`src/rtl/reg_file_mp.sv`:
```
// Multi-port register file: NRD combinational read ports, two write ports
// with same-cycle forwarding, busy scoreboard and a post-reset clear sweep.
// Ports: clock/reset, ready, rd_addr/rd_data/rd_busy, we/wa/wd x2,
//        iss_valid/iss_rd, busy_vec.
module reg_file_mp #(
  parameter int XLEN  = 32,
  parameter int NREGS = 32,
  parameter int AW    = 5,
  parameter int NRD   = 4
) (
  input  logic                clock,
  input  logic                reset,
  output logic                ready,
  input  logic [NRD*AW-1:0]   rd_addr,
  output logic [NRD*XLEN-1:0] rd_data,
  output logic [NRD-1:0]      rd_busy,
  input  logic                we0,
  input  logic [AW-1:0]       wa0,
  input  logic [XLEN-1:0]     wd0,
  input  logic                we1,
  input  logic [AW-1:0]       wa1,
  input  logic [XLEN-1:0]     wd1,
  input  logic                iss_valid,
  input  logic [AW-1:0]       iss_rd,
  output logic [NREGS-1:0]    busy_vec
);

  typedef enum logic {
    CLEAR,
    RUN
  } state_t;

  state_t           r_state;
  logic [AW-1:0]    r_idx;
  logic             r_ready;
  logic [XLEN-1:0]  r_regs [NREGS];
  logic [NREGS-1:0] r_busy;

  logic w_wr0;
  logic w_wr1;
  logic w_iss;

  // Traffic is only honoured once the sweep is done; x0 is never written.
  assign w_wr0 = r_ready && we0 && (wa0 != '0);
  assign w_wr1 = r_ready && we1 && (wa1 != '0);
  assign w_iss = r_ready && iss_valid && (iss_rd != '0);

  assign ready    = r_ready;
  assign busy_vec = r_busy;

  always_ff @(posedge clock) begin
    if (reset) begin
      r_state <= CLEAR;
      r_idx   <= '0;
      r_ready <= 1'b0;
    end else begin
      unique case (r_state)
        CLEAR: begin
          r_idx <= r_idx + 1'b1;
          if (r_idx == AW'(NREGS - 1)) begin
            r_state <= RUN;
            r_ready <= 1'b1;
          end
        end
        RUN: begin
          r_state <= RUN;
        end
      endcase
    end
  end

  // Storage: sweep clears one entry per cycle; port 1 is written last so
  // it wins on an address collision.
  always_ff @(posedge clock) begin
    if (!reset) begin
      if (r_state == CLEAR) begin
        r_regs[r_idx] <= '0;
      end else begin
        if (w_wr0) r_regs[wa0] <= wd0;
        if (w_wr1) r_regs[wa1] <= wd1;
      end
    end
  end

  // Scoreboard: a new issue beats a retiring write to the same register.
  always_ff @(posedge clock) begin
    if (reset) begin
      r_busy <= '0;
    end else begin
      for (int i = 1; i < NREGS; i++) begin
        if (w_iss && (iss_rd == AW'(i))) begin
          r_busy[i] <= 1'b1;
        end else if ((w_wr0 && (wa0 == AW'(i))) ||
                     (w_wr1 && (wa1 == AW'(i)))) begin
          r_busy[i] <= 1'b0;
        end
      end
    end
  end

  for (genvar k = 0; k < NRD; k++) begin : g_rd
    logic [AW-1:0] w_a;
    logic          w_h0;
    logic          w_h1;

    assign w_a  = rd_addr[k*AW +: AW];
    assign w_h0 = w_wr0 && (wa0 == w_a);
    assign w_h1 = w_wr1 && (wa1 == w_a);

    assign rd_data[k*XLEN +: XLEN] =
      (!r_ready || (w_a == '0)) ? '0 :
      w_h1                      ? wd1 :
      w_h0                      ? wd0 :
                                  r_regs[w_a];

    // A same-cycle write supplies the value, so the register is not busy.
    assign rd_busy[k] = !r_ready ||
                        (r_busy[w_a] && !w_h0 && !w_h1);
  end

endmodule

```
`config.mk`:
```
export PLATFORM = sky130hd
export DESIGN_NAME = reg_file_mp
export DESIGN_NICKNAME = d
export VERILOG_FILES = /design/src/rtl/reg_file_mp.sv
export SDC_FILE = /design/constraint.sdc
export NUM_CORES = 2
export LEC_CHECK = 0
export CELL_PAD_IN_SITES_DETAIL_PLACEMENT = 1
export CELL_PAD_IN_SITES_GLOBAL_PLACEMENT = 1
export CORE_MARGIN = 1.5
export CORE_UTILIZATION = 40
export DETAILED_ROUTE_END_ITERATION = 6
export GPL_ROUTABILITY_DRIVEN = 1
export MAX_ROUTING_LAYER = met4
export PLACE_DENSITY = 0.75
export SYNTH_ARGS = -nofsm -noshare
export SYNTH_HDL_FRONTEND = slang
export SYNTH_SLANG_ARGS = --single-unit
```
`constraint.sdc`:
```
create_clock -name clock -period 4.6 [get_ports clock]
set_input_delay 0.92 -clock clock [delete_from_list [all_inputs] [get_ports clock]]
set_output_delay 0.92 -clock clock [all_outputs]
set_load 0.01 [all_outputs]
```
==> flow_summary.yaml <==
power_and_ir_drop:
  p_leak_nw: 30.0
  total_power_w: 0.0252
  cellPowerDensity_mw_per_mm2: 262
  max-vdd-ir-drop_mv: 0.391
critical_path:
  critical_path_class: "in2out"
  crit_chain: "buf_8, nor2_4, buf_4, nand3_1, o21ai_0, or3_4, buf_12, bufbuf_16, o21ai_0, dlygate4sd2_1"
  path_buf_inv: 5
  cpLargestDelayFamily: "buffers and inverters"
  crit_required_ns: 3.68
  rr_endpoint: "r_regs[24][17]"
  r2r-start: "ready"
  cpMaxStageDelayCell: "nor2_4"
  cp_slowest_stage_delay_ns: 0.58
  startpoint: "rd_addr[16]"
  r2r_setup_slack_ns: 1.00
  crit_top_cell: "o21ai_0"
  crit_path_end_kind: "primary output"
  cp_max_fo: 14
  reg2reg_depth: 10
  setup.worst_path.start_class: "input port"
  crit_arrival_ns: 3.78
detailed_routing:
  vias_per_cell: 7.78
  drt_drc_violations_left: 11
  drt_iter0_drc: 14030
  first_pass_iters: 7
  wl_per_cell_um: 45.7
  vias: 75585
  ant_nets: 0
  drt-total-wl_um: 444000
logic_synthesis:
  syn_inst: 6495
  synth_compound_area_share_pct: 11.6
  mappedNetlistArea_sq_mm: 0.0794
  yosys-top-cells-area: "edfxtp_1, mux4_2, o21ai_0"
  syn_nets: 6601
  synth_xor_area_share_pct: 0.463
  ys_warn_count: 0
  yosysTopAreaCellShare_pct: 38.7
  synthMuxAreaShare_pct: 35.9
  synth_common_cells: "nand2_1, mux4_2, o21ai_0"
  synth_most_common_cell: "nand2_1"
  yosys.area_share.simple_pct: 7.83
  ys_seq_area_share_pct: 39.7
  synth_top_flop_cell: "edfxtp_1"
  ys_seq_elements: 1062
  synth_top_area_cell: "edfxtp_1"
  avgSynthCellArea_sq_um: 12.2
  synth_fa_ha_area_share_pct: 0.0315
  synth_top_family_by_area: "multiplexers"
  synth_edf_count: 1024
  synth.distinct_cells: 67
  synth-async-reset-ratio_pct: 0
grt:
  grt_pass1_vias: 74588
  globalRouteTotalUtil_pct: 45.2
  met3_usage_pct: 21.5
  overflow: 0
  antenna_found_initial: 41
  grt_pass1_wl_um: 606000
  grt_max_degree: 67
  gr-usage-met1_pct: 49.4
  grt-busiest-layer: "met2"
  grt_util_met2_pct: 61.2
cells_and_area:
  synthToLayoutAreaGrowth_pct: 21.3
  layout-drive-gt1-share_pct: 33.6
  nets: 7025
  final_cells: 9711
  final_util_pct: 48.8
  fillCellCount: 20177
cts:
  cts-htree-levels: 4
  numCtsBuffers: 130
  clk_latency_ns: 0.85
  clk_pin_slew_ns: 0.06
  cts_max_path_buffers: 3
  cts_tree: "done"
  cts.sinks: 1062
  root_buffer: "clkbuf_16"
floorplanning:
  pin_count: 269
  die_y_um: 448
  design.core.area_sq_mm: 0.197
  std_cell_rows: 163
  dieArea_sq_mm: 0.201
  start_util_pct: 40.2
  dieWidth_um: 448
placement:
  dp_slack_ns: -0.677
  gp_congestion: 1.06
  dp_hpwl_um: 286000
  dp_cells: 9369
  numPortBuffers: 267
sta:
  finalHoldViolCount: 0
  rsz0062_at_grt: "true"
  min_period_over_period_pct: 102
  fin_tns_setup_ns: -0.844
  setup-violations-final: 13
  fmax_mhz: 213
  relSlewSlack_pct: -4.22
  slew_violations: 10
  worst_slew_pin_slew_ns: 1.56
  skew_ns: 0.0300
  layout_setup_ws_ns: -0.0996
  fin_crit_ns: 4.70
flow_run:
  maxCapViolCount: 3
worst_hold_path:
  hold_start: "r_idx[0]"
  hp-class: "reg2reg"
  hold_depth: 2
  worstHoldEndpoint: "r_idx[0]"
outcome:
  violations: "design-rule violations, max-capacitance violations, max-slew violations, negative setup slack"
  status: "finished, violations left"
==> through the flow <==
stage	area, sq um	hold slack, ns
after global routing	96200	0.585
after floorplan	79400	0.482
after global placement	90700	0.500
after CTS	95800	0.536
final	96200	0.553
after detailed placement	90700	0.529
==> sequential cells by signal, summed over array words and instances (netlist names) <==
signal,flops
r_regs,1024
busy_vec,31
r_idx,5
r_state,1
ready,1
==> cell families after synthesis <==
kind of cell	count (synthesis)
compound gates	1582
buf+inv	834
simple gates	1566
other cells	1
mux	1406
xor+xnor	42
flops	1062
fa+ha+maj	2
==> layout by cell type, fill, tap and decap left out, types with 21 or more instances in the layout <==
master           count
buf_4              612
buf_12             180
clkinv_2            30
nor2_4              22
inv_1               24
dlymetal6s2s_1      39
mux2i_1            236
clkinv_1            31
dlygate4sd2_1       78
clkdlybuf4s50_1    123
o21ai_0           1108
a22oi_1            164
diode_2             48
xor2_1              24
a221oi_1            67
mux4_2            1151
nand2_1           1227
dfxtp_1             38
o22ai_4             29
a21oi_1             47
edfxtp_1          1024
clkbuf_16          133
nor2_1             144
nor2b_1             21
a32oi_1             53
nand3_1             32
==> worst max-delay path by stage <==
stage | slack [ns] | to | depth (start not counted)
floorplan | -0.07 | r_regs[1][0] | 8
global placement | -0.66 | rd_data[29] | 12
detailed placement | -0.68 | rd_data[29] | 12
CTS | 0.0006 | rd_data[20] | 10
global route | -0.02 | rd_data[73] | 10
finish | -0.1 | rd_data[98] | 10
==> metal layers <==
metal | part of all wire [%] | up-vias
li1 | - | 26847
met1 | 31 | 37876
met2 | 41 | 8246
met3 | 17 | 2616
met4 | 11 | 0
met5 | 0 | -
==> tightest hold or removal path, delay by kind of cell (launching register included) <==
family,cells,cell delay [ns]
DFF,1,0.36
and+or+nand+nor,1,0.09
AOI/OAI and AO/OA,1,0.06
==> power breakdown <==
group	switching (W)	internal, W	leakage (nW)	total [W]
registers	0.0000725	0.0105	8.29	0.0106
logic	0.00212	0.00154	19.6	0.00366
clock network	0.00475	0.00623	2.12	0.0110
==> layout make-up <==
cell class | instances | area (sq um) | share of cell area [%]
multi-input combinational | 4599 | 45300 | 47.1
timing repair buffer | 1082 | 11500 | 11.9
clock inverter | 86 | 930 | 0.966
sequential | 1062 | 31500 | 32.7
tap | 2640 | 3300 | 3.43
inverter | 44 | 170 | 0.177
clock buffer | 150 | 3390 | 3.52
antenna | 48 | 120 | 0.125
==> what timing repair did <==
action,4_1_cts,5_1_grt
resized for setup,176,71
pin swaps,17,18
gates cloned,8,0
hold buffers,0,0
setup buffers,28,23
endpoints found under the setup margin,131,63
(Power assumes the default switching activity.)
